`config.mk`:
```
export PLATFORM = sky130hd
export DESIGN_NAME = fp_wb_arbiter_flat
export DESIGN_NICKNAME = d
export VERILOG_FILES = /design/src/rtl/fp_wb_pkg.sv /design/src/rtl/fp_wb_arbiter_if.sv /design/src/rtl/fp_wb_fifo.sv /design/src/rtl/fp_wb_arbiter.sv /design/src/flat_wrapper.sv
export SDC_FILE = /design/constraint.sdc
export NUM_CORES = 1
export LEC_CHECK = 0
export ABC_AREA = 0
export BUFFER_PORTS_ARGS = -buffer_cell sky130_fd_sc_hd__buf_2
export CAP_MARGIN = 20
export CORE_MARGIN = 2
export CORE_UTILIZATION = 50
export CTS_BUF_LIST = sky130_fd_sc_hd__clkbuf_2
export CTS_CLUSTER_SIZE = 14
export DETAILED_ROUTE_END_ITERATION = 8
export PLACE_DENSITY_LB_ADDON = 0.05
export SLEW_MARGIN = 20
export SYNTH_ARGS = -nofsm -noshare
export SYNTH_HDL_FRONTEND = slang
export SYNTH_SLANG_ARGS = --single-unit
```
`constraint.sdc`:
```
create_clock -name clk -period 2.95 [get_ports clk]
set_input_delay 0 -clock clk [delete_from_list [all_inputs] [get_ports clk]]
set_output_delay 0 -clock clk [all_outputs]
set_load 0.005 [all_outputs]
```
`src/rtl/fp_wb_pkg.sv`:
```
// Shared types for the FP register-file writeback arbiter.
package fp_wb_pkg;

   localparam int FP_NREGS = 32;

   typedef struct packed {
      logic [4:0]  rd;
      logic [31:0] data;
   } fp_wb_entry_t;

   typedef enum logic {
      SRC_FPU = 1'b0,
      SRC_LSU = 1'b1
   } fp_wb_src_e;

   function automatic logic [FP_NREGS-1:0] rd_onehot(input logic [4:0] rd);
      rd_onehot     = '0;
      rd_onehot[rd] = 1'b1;
   endfunction

endpackage

```
`src/rtl/fp_wb_arbiter_if.sv`:
```
// Producer channels, register-file write port and pending mask of the FP writeback arbiter.
interface fp_wb_arbiter_if;
   import fp_wb_pkg::*;

   // A transfer happens on a rising edge where valid && ready; ready depends
   // only on queue occupancy, never on valid, and producers may drop valid freely.
   logic                fpu_valid;
   logic                fpu_ready;
   logic [4:0]          fpu_rd;
   logic [31:0]         fpu_data;
   logic                lsu_valid;
   logic                lsu_ready;
   logic [4:0]          lsu_rd;
   logic [31:0]         lsu_data;
   logic                wr_en;
   logic [4:0]          wr_addr;
   logic [31:0]         wr_data;
   logic [FP_NREGS-1:0] pend_mask;
   fp_wb_src_e          last_grant;

   modport slave (
      input  fpu_valid, fpu_rd, fpu_data,
      input  lsu_valid, lsu_rd, lsu_data,
      output fpu_ready, lsu_ready,
      output wr_en, wr_addr, wr_data, pend_mask, last_grant
   );

   modport master (
      output fpu_valid, fpu_rd, fpu_data,
      output lsu_valid, lsu_rd, lsu_data,
      input  fpu_ready, lsu_ready,
      input  wr_en, wr_addr, wr_data, pend_mask, last_grant
   );

endinterface

```
`src/rtl/fp_wb_fifo.sv`:
```
// Per-source result queue; exposes per-slot valid/rd so the top can build the pending mask.
module fp_wb_fifo
   import fp_wb_pkg::*;
#(
   parameter int DEPTH = 2
) (
   input  logic                  clk,
   input  logic                  rst_n,
   input  logic                  push,
   input  fp_wb_entry_t          push_entry,
   input  logic                  pop,
   output fp_wb_entry_t          head,
   output logic                  full,
   output logic                  empty,
   output logic [DEPTH-1:0]      ent_valid,
   output logic [DEPTH-1:0][4:0] ent_rd
);

   localparam int PW = $clog2(DEPTH);

   fp_wb_entry_t  mem [DEPTH];
   logic [PW-1:0] wr_ptr;
   logic [PW-1:0] rd_ptr;
   logic [PW:0]   count;
   logic          do_push;
   logic          do_pop;

   // Full is judged on the pre-edge occupancy, so a pop on the same edge does not free a slot.
   assign full    = (count == (PW+1)'(DEPTH));
   assign empty   = (count == '0);
   assign do_push = push && !full;
   assign do_pop  = pop && !empty;
   assign head    = mem[rd_ptr];

   always_ff @(posedge clk or posedge rst_n) begin
      if (rst_n) begin
         wr_ptr <= '0;
         rd_ptr <= '0;
         count  <= '0;
      end else begin
         if (do_push) wr_ptr <= wr_ptr + PW'(1);
         if (do_pop)  rd_ptr <= rd_ptr + PW'(1);
         count <= count + (PW+1)'(do_push) - (PW+1)'(do_pop);
      end
   end

   always_ff @(posedge clk) begin
      if (do_push) mem[wr_ptr] <= push_entry;
   end

   // A slot is live when its distance from the read pointer is below the occupancy.
   for (genvar i = 0; i < DEPTH; i++) begin : g_ent
      logic [PW-1:0] off;
      assign off          = PW'(i) - rd_ptr;
      assign ent_valid[i] = ({1'b0, off} < count);
      assign ent_rd[i]    = mem[i].rd;
   end

endmodule

```
`src/rtl/fp_wb_arbiter.sv`:
```
// Round-robin writeback arbiter: two result queues onto one FP register-file write port.
module fp_wb_arbiter
   import fp_wb_pkg::*;
#(
   parameter int DEPTH = 2
) (
   input logic             clk,
   input logic             rst_n,
   fp_wb_arbiter_if.slave  bus
);

   fp_wb_entry_t          fpu_in;
   fp_wb_entry_t          lsu_in;
   fp_wb_entry_t          fpu_head;
   fp_wb_entry_t          lsu_head;
   logic                  fpu_full;
   logic                  fpu_empty;
   logic                  lsu_full;
   logic                  lsu_empty;
   logic [DEPTH-1:0]      fpu_ev;
   logic [DEPTH-1:0]      lsu_ev;
   logic [DEPTH-1:0][4:0] fpu_er;
   logic [DEPTH-1:0][4:0] lsu_er;
   logic                  gnt_fpu;
   logic                  gnt_lsu;
   logic                  contend;
   fp_wb_src_e            last_grant;
   logic                  wr_en_q;
   logic [4:0]            wr_addr_q;
   logic [31:0]           wr_data_q;
   logic [FP_NREGS-1:0]   pend;

   assign fpu_in = '{rd: bus.fpu_rd, data: bus.fpu_data};
   assign lsu_in = '{rd: bus.lsu_rd, data: bus.lsu_data};

   fp_wb_fifo #(.DEPTH(DEPTH)) u_fpu_q (
      .clk        (clk),
      .rst_n      (rst_n),
      .push       (bus.fpu_valid),
      .push_entry (fpu_in),
      .pop        (gnt_fpu),
      .head       (fpu_head),
      .full       (fpu_full),
      .empty      (fpu_empty),
      .ent_valid  (fpu_ev),
      .ent_rd     (fpu_er)
   );

   fp_wb_fifo #(.DEPTH(DEPTH)) u_lsu_q (
      .clk        (clk),
      .rst_n      (rst_n),
      .push       (bus.lsu_valid),
      .push_entry (lsu_in),
      .pop        (gnt_lsu),
      .head       (lsu_head),
      .full       (lsu_full),
      .empty      (lsu_empty),
      .ent_valid  (lsu_ev),
      .ent_rd     (lsu_er)
   );

   assign bus.fpu_ready = !fpu_full;
   assign bus.lsu_ready = !lsu_full;

   // last_grant only moves on contention, so an uncontested grant does not steal a turn.
   assign contend = !fpu_empty && !lsu_empty;
   assign gnt_fpu = !fpu_empty && (lsu_empty || last_grant == SRC_LSU);
   assign gnt_lsu = !lsu_empty && !gnt_fpu;

   always_ff @(posedge clk or posedge rst_n) begin
      if (rst_n) begin
         last_grant <= SRC_LSU;
         wr_en_q    <= 1'b0;
         wr_addr_q  <= '0;
         wr_data_q  <= '0;
      end else begin
         if (contend) last_grant <= gnt_fpu ? SRC_FPU : SRC_LSU;
         wr_en_q <= gnt_fpu || gnt_lsu;
         if (gnt_fpu) begin
            wr_addr_q <= fpu_head.rd;
            wr_data_q <= fpu_head.data;
         end else if (gnt_lsu) begin
            wr_addr_q <= lsu_head.rd;
            wr_data_q <= lsu_head.data;
         end
      end
   end

   always_comb begin
      pend = '0;
      for (int i = 0; i < DEPTH; i++) begin
         if (fpu_ev[i]) pend = pend | rd_onehot(fpu_er[i]);
         if (lsu_ev[i]) pend = pend | rd_onehot(lsu_er[i]);
      end
      if (wr_en_q) pend = pend | rd_onehot(wr_addr_q);
   end

   assign bus.wr_en      = wr_en_q;
   assign bus.wr_addr    = wr_addr_q;
   assign bus.wr_data    = wr_data_q;
   assign bus.pend_mask  = pend;
   assign bus.last_grant = last_grant;

endmodule

```
`src/flat_wrapper.sv`:
```
// flat-port wrapper written by rule: the top's interface ports become plain ports
module fp_wb_arbiter_flat import fp_wb_pkg::*;
#(
   parameter int DEPTH = 2
)
  (clk, rst_n, bus_fpu_valid, bus_fpu_rd, bus_fpu_data, bus_lsu_valid, bus_lsu_rd, bus_lsu_data, bus_fpu_ready, bus_lsu_ready, bus_wr_en, bus_wr_addr, bus_wr_data, bus_pend_mask, bus_last_grant);
  fp_wb_arbiter_if bus_i ();
  input logic clk;
  input logic rst_n;
  input wire logic [$bits(bus_i.fpu_valid)-1:0] bus_fpu_valid;
  input wire logic [$bits(bus_i.fpu_rd)-1:0] bus_fpu_rd;
  input wire logic [$bits(bus_i.fpu_data)-1:0] bus_fpu_data;
  input wire logic [$bits(bus_i.lsu_valid)-1:0] bus_lsu_valid;
  input wire logic [$bits(bus_i.lsu_rd)-1:0] bus_lsu_rd;
  input wire logic [$bits(bus_i.lsu_data)-1:0] bus_lsu_data;
  output wire logic [$bits(bus_i.fpu_ready)-1:0] bus_fpu_ready;
  output wire logic [$bits(bus_i.lsu_ready)-1:0] bus_lsu_ready;
  output wire logic [$bits(bus_i.wr_en)-1:0] bus_wr_en;
  output wire logic [$bits(bus_i.wr_addr)-1:0] bus_wr_addr;
  output wire logic [$bits(bus_i.wr_data)-1:0] bus_wr_data;
  output wire logic [$bits(bus_i.pend_mask)-1:0] bus_pend_mask;
  output wire logic [$bits(bus_i.last_grant)-1:0] bus_last_grant;
  assign bus_i.fpu_valid = bus_fpu_valid;
  assign bus_i.fpu_rd = bus_fpu_rd;
  assign bus_i.fpu_data = bus_fpu_data;
  assign bus_i.lsu_valid = bus_lsu_valid;
  assign bus_i.lsu_rd = bus_lsu_rd;
  assign bus_i.lsu_data = bus_lsu_data;
  assign bus_fpu_ready = bus_i.fpu_ready;
  assign bus_lsu_ready = bus_i.lsu_ready;
  assign bus_wr_en = bus_i.wr_en;
  assign bus_wr_addr = bus_i.wr_addr;
  assign bus_wr_data = bus_i.wr_data;
  assign bus_pend_mask = bus_i.pend_mask;
  assign bus_last_grant = bus_i.last_grant;
  fp_wb_arbiter #(.DEPTH(DEPTH)) u_core (.clk(clk), .rst_n(rst_n), .bus(bus_i));
endmodule
```
==> metrics.log <==
[metrics] count of placed standard cells including taps: 997
[metrics] Core Footprint: 17200 um^2
[metrics] post-detailed-placement half-perimeter wirelength: 17.6 mm
[metrics] TritonCTS clock tree: yes
[metrics] Primary FF master, synth: sky130_fd_sc_hd__edfxtp_1
[metrics] Clock Root Buffer: sky130_fd_sc_hd__clkbuf_2
[metrics] Layout area overhead: 32.7%
[metrics] residual antenna-violating net count after detailed routing: 0
[metrics] synthesized net count: 725
[metrics] number of instances in the synthesized netlist: 643
[metrics] CP arrival: 2.72 ns
[metrics] Critical-path top delay cell: sky130_fd_sc_hd__dfrtp_2
[metrics] most instantiated cells after synthesis: sky130_fd_sc_hd__edfxtp_1, sky130_fd_sc_hd__mux2i_1, sky130_fd_sc_hd__nand2_1
[metrics] antenna violations before repair: 2
[metrics] number of H-tree branching levels: 4
[metrics] I/O pin count: 151
[metrics] post-DR vias/cell: 5.97
[metrics] Post-CTS Setup Bufs: 0
[metrics] setup repair after global routing missed its margin: false
[metrics] first-pass iteration count of the detailed router: 6
[metrics] Final Hold Viols: 0
[metrics] Remaining DRCs: 0
[metrics] Horiz. Die Dim: 136 um
[metrics] Buffers on Ports: 150
[metrics] worst min-delay path class: in2reg
[metrics] post-placement setup slack: 0.873 ns
[metrics] initial cell density of the core: 50.7%
[metrics] FP Rows: 48
[metrics] first-pass GRT wire length: 41.6 mm
[metrics] library cell with the largest summed area after synthesis: sky130_fd_sc_hd__edfxtp_1
[metrics] top area cells in the synthesized netlist: sky130_fd_sc_hd__edfxtp_1, sky130_fd_sc_hd__dfrtp_1, sky130_fd_sc_hd__mux2i_1
[metrics] highest achievable clock rate: 368 MHz
[metrics] # clock sinks: 195
[metrics] # fillers: 1294
[metrics] Clk Latency, worst-skew pair: 0.76 ns
[metrics] Lkg Pwr: 4.67 nW
[metrics] post-synthesis cell area: 8710 um^2
[metrics] Final Hold Slack: 0.199 ns
[metrics] number of buffers added to fix hold violations after cts: 152
[metrics] ratio of final minimum period to clock period: 92.1%
[metrics] number of global-route vias before repair: 7217
[metrics] relative slew slack: 40.3%
[metrics] placer's final routability congestion estimate: 0.959
[metrics] EDFF count, synth: 148
[metrics] outcome: complete, no violations
[metrics] worst setup skew after layout: 0.0480 ns
[metrics] Worst Setup Slack, final: 0.233 ns
[metrics] Critical Path Fanout Max: 13
[metrics] worst ir drop on vdd: 0.425 mV
[metrics] Placed Area: 9780 um^2
[metrics] total area of multi-input combinational cells: 2890 um^2
[metrics] critical path data required time: 2.95 ns
[metrics] endpoint type of the worst setup path: output pin
[metrics] share of cells above drive strength 1: 24.0%
[metrics] Layout Nets: 1025
[metrics] worst-margin pin slew: 0.895 ns
[metrics] height of the die: 136 um
[metrics] Total Routed Length: 27.5 mm
[metrics] share of synthesized area occupied by flip-flops and latches: 64.5%
[metrics] sum of negative setup slack: 0 ns
[metrics] max-capacitance violation count: 0
[metrics] Gates resized, CTS repair: 0
[metrics] post-route cell area: 11600 um^2
[metrics] clk buf depth: 2
[metrics] power density relative to cell area: 883 nW/um^2
[metrics] die area: 18500 um^2
[metrics] non-filler cells in the finished layout: 1183
[metrics] FF/Latch Area: 5620 um^2
[metrics] Avg WL per Cell: 23.3 um
[metrics] yosys synthesis warning count: 0
[metrics] count of final setup violators: 0
[metrics] Avg Synthesized Cell Area: 13.6 um^2
[metrics] total via count after detailed routing: 7061
[metrics] CTS clk-pin slew, worst paths: 0.29 ns
[metrics] delay of the slowest cell on the worst path: 0.67 ns
[metrics] pin count of the biggest net entering global routing: 41
[metrics] count of distinct cell types in the synthesized netlist: 51
[metrics] critical path startpoint category: flip-flop
[metrics] WS Path Type: reg2out
[metrics] total congestion overflow after global routing: 0
[metrics] number of pins exceeding their max-slew limit in the final report: 0
[metrics] fraction of registers with async set or reset after synthesis: 24.1%
[metrics] clock period minus worst slack: 2.72 ns
[metrics] Starting DRT DRC Count: 630
[metrics] GRT Util Overall: 30.5%
[metrics] dominant delay contributor by cell family on the critical path: simple AND/OR/NAND/NOR gates
[metrics] ordered cell list for the critical path: nor2b_4 > o21ai_2 > nor2_1 > or4_1 > buf_2
[metrics] Crit path buffers/inverters: 1
[metrics] Seq cells post-synth: 195
[metrics] Yosys top cell area share: 51.0%
[metrics] number of buffers created by CTS: 17
[metrics] most used standard cell by instance count after synthesis: sky130_fd_sc_hd__edfxtp_1
[power breakdown]
part	switching [mW]	internal (mW)	total, mW
clock	0.936	0.413	1.35
sequential	0.758	3.87	4.62
combinational	2.45	1.79	4.24
[worst paths after layout]
path / slack [ns] / start / endpoint / depth (start not counted)
worst max-delay path: 0.23 / u_core.u_fpu_q.rd_ptr$_DFFE_PP0P_ / bus_pend_mask[21] / 5
worst min-delay path: 0.20 / bus_lsu_valid / u_core.u_lsu_q.wr_ptr$_DFFE_PP0P_ / 4
worst max register to register: 0.85 / u_core.u_lsu_q.count[0]$_DFF_PP0_ / u_core.u_lsu_q.mem[0][28]$_DFFE_PP_ / 4
worst min register to register: 0.53 / u_core.bus.wr_data[10]$_DFFE_PP0P_ / u_core.bus.wr_data[10]$_DFFE_PP0P_ / 2
max in group asynchronous: 1.70 / rst_n / u_core.bus.wr_data[17]$_DFFE_PP0P_ / 5
min in group asynchronous: 0.47 / rst_n / u_core.bus.wr_en$_DFF_PP0_ / 4
[area by class of cell]
class                   instances  area share (%)
repair buffers                324            21.2
clock buffers                  17           0.736
multi-input cells             390            25.0
diodes                          2          0.0433
flip-flops and latches        195            48.6
clock inverters                15            1.49
inverters                      15           0.487
well taps                     225            2.44
[cells by family after synthesis]
family / share of synthesized area (%)
compound gates: 11.1
xor+xnor: 0.905
fa+ha+maj: 0.574
buf+inv: 2.90
flops: 64.5
mux: 8.76
simple gates: 11.3
[layer usage]
layer	global-route usage, %	vias up	routed length [um]
li1	-	3123	-
met1	37.9	3471	10600
met2	51.5	394	13800
met3	6.60	73	2080
met4	13.7	0	1050
met5	0	-	0
[worst min-delay path: cells and delay by family]
kind,cells,cell delay [ns]
buf+inv,2,0.67
simple gates,1,0.17
xor+xnor,1,0.10
[state kept, by name (all words and copies together) (netlist names)]
signal / cells
u_core.bus.wr_addr: 5
u_core.u_fpu_q.mem: 74
u_core.bus.wr_data: 32
u_core.u_fpu_q.wr_ptr: 1
u_core.bus.wr_en: 1
u_core.u_lsu_q.count: 2
u_core.u_lsu_q.mem: 74
u_core.u_lsu_q.wr_ptr: 1
u_core.u_lsu_q.rd_ptr: 1
u_core.bus.last_grant: 1
u_core.u_fpu_q.count: 2
u_core.u_fpu_q.rd_ptr: 1
[cells in the final DEF, fill, tap and decap left out, types with 3 or more instances in the layout]
| cell | count |
|---|---|
| sky130_fd_sc_hd__a211o_1 | 6 |
| sky130_fd_sc_hd__a22o_1 | 6 |
| sky130_fd_sc_hd__a22oi_1 | 18 |
| sky130_fd_sc_hd__and3b_1 | 3 |
| sky130_fd_sc_hd__buf_2 | 150 |
| sky130_fd_sc_hd__buf_4 | 21 |
| sky130_fd_sc_hd__clkbuf_2 | 17 |
| sky130_fd_sc_hd__clkinvlp_4 | 4 |
| sky130_fd_sc_hd__dfrtp_1 | 44 |
| sky130_fd_sc_hd__dlygate4sd3_1 | 152 |
| sky130_fd_sc_hd__edfxtp_1 | 148 |
| sky130_fd_sc_hd__ha_1 | 4 |
| sky130_fd_sc_hd__inv_1 | 14 |
| sky130_fd_sc_hd__inv_6 | 4 |
| sky130_fd_sc_hd__mux2i_1 | 74 |
| sky130_fd_sc_hd__nand2_1 | 53 |
| sky130_fd_sc_hd__nand2b_1 | 5 |
| sky130_fd_sc_hd__nand3_1 | 20 |
| sky130_fd_sc_hd__nand3b_1 | 14 |
| sky130_fd_sc_hd__nand4b_1 | 4 |
| sky130_fd_sc_hd__nor2_1 | 21 |
| sky130_fd_sc_hd__nor2b_1 | 9 |
| sky130_fd_sc_hd__nor3_1 | 8 |
| sky130_fd_sc_hd__nor3b_1 | 11 |
| sky130_fd_sc_hd__o211ai_1 | 5 |
| sky130_fd_sc_hd__o21ai_1 | 6 |
| sky130_fd_sc_hd__o221ai_1 | 39 |
| sky130_fd_sc_hd__o22a_1 | 5 |
| sky130_fd_sc_hd__o22ai_1 | 20 |
| sky130_fd_sc_hd__or3_1 | 10 |
| sky130_fd_sc_hd__or3b_2 | 4 |
| sky130_fd_sc_hd__xnor2_1 | 9 |
[through the flow]
step                util, %  power, mW
finish                 67.3       10.2
global route           67.3       10.7
CTS                    67.3       10.2
detailed placement     56.9       8.68
global placement       56.9       8.61
floorplan                 -       6.95
Note: power is estimated with default switching activity, not from simulation.
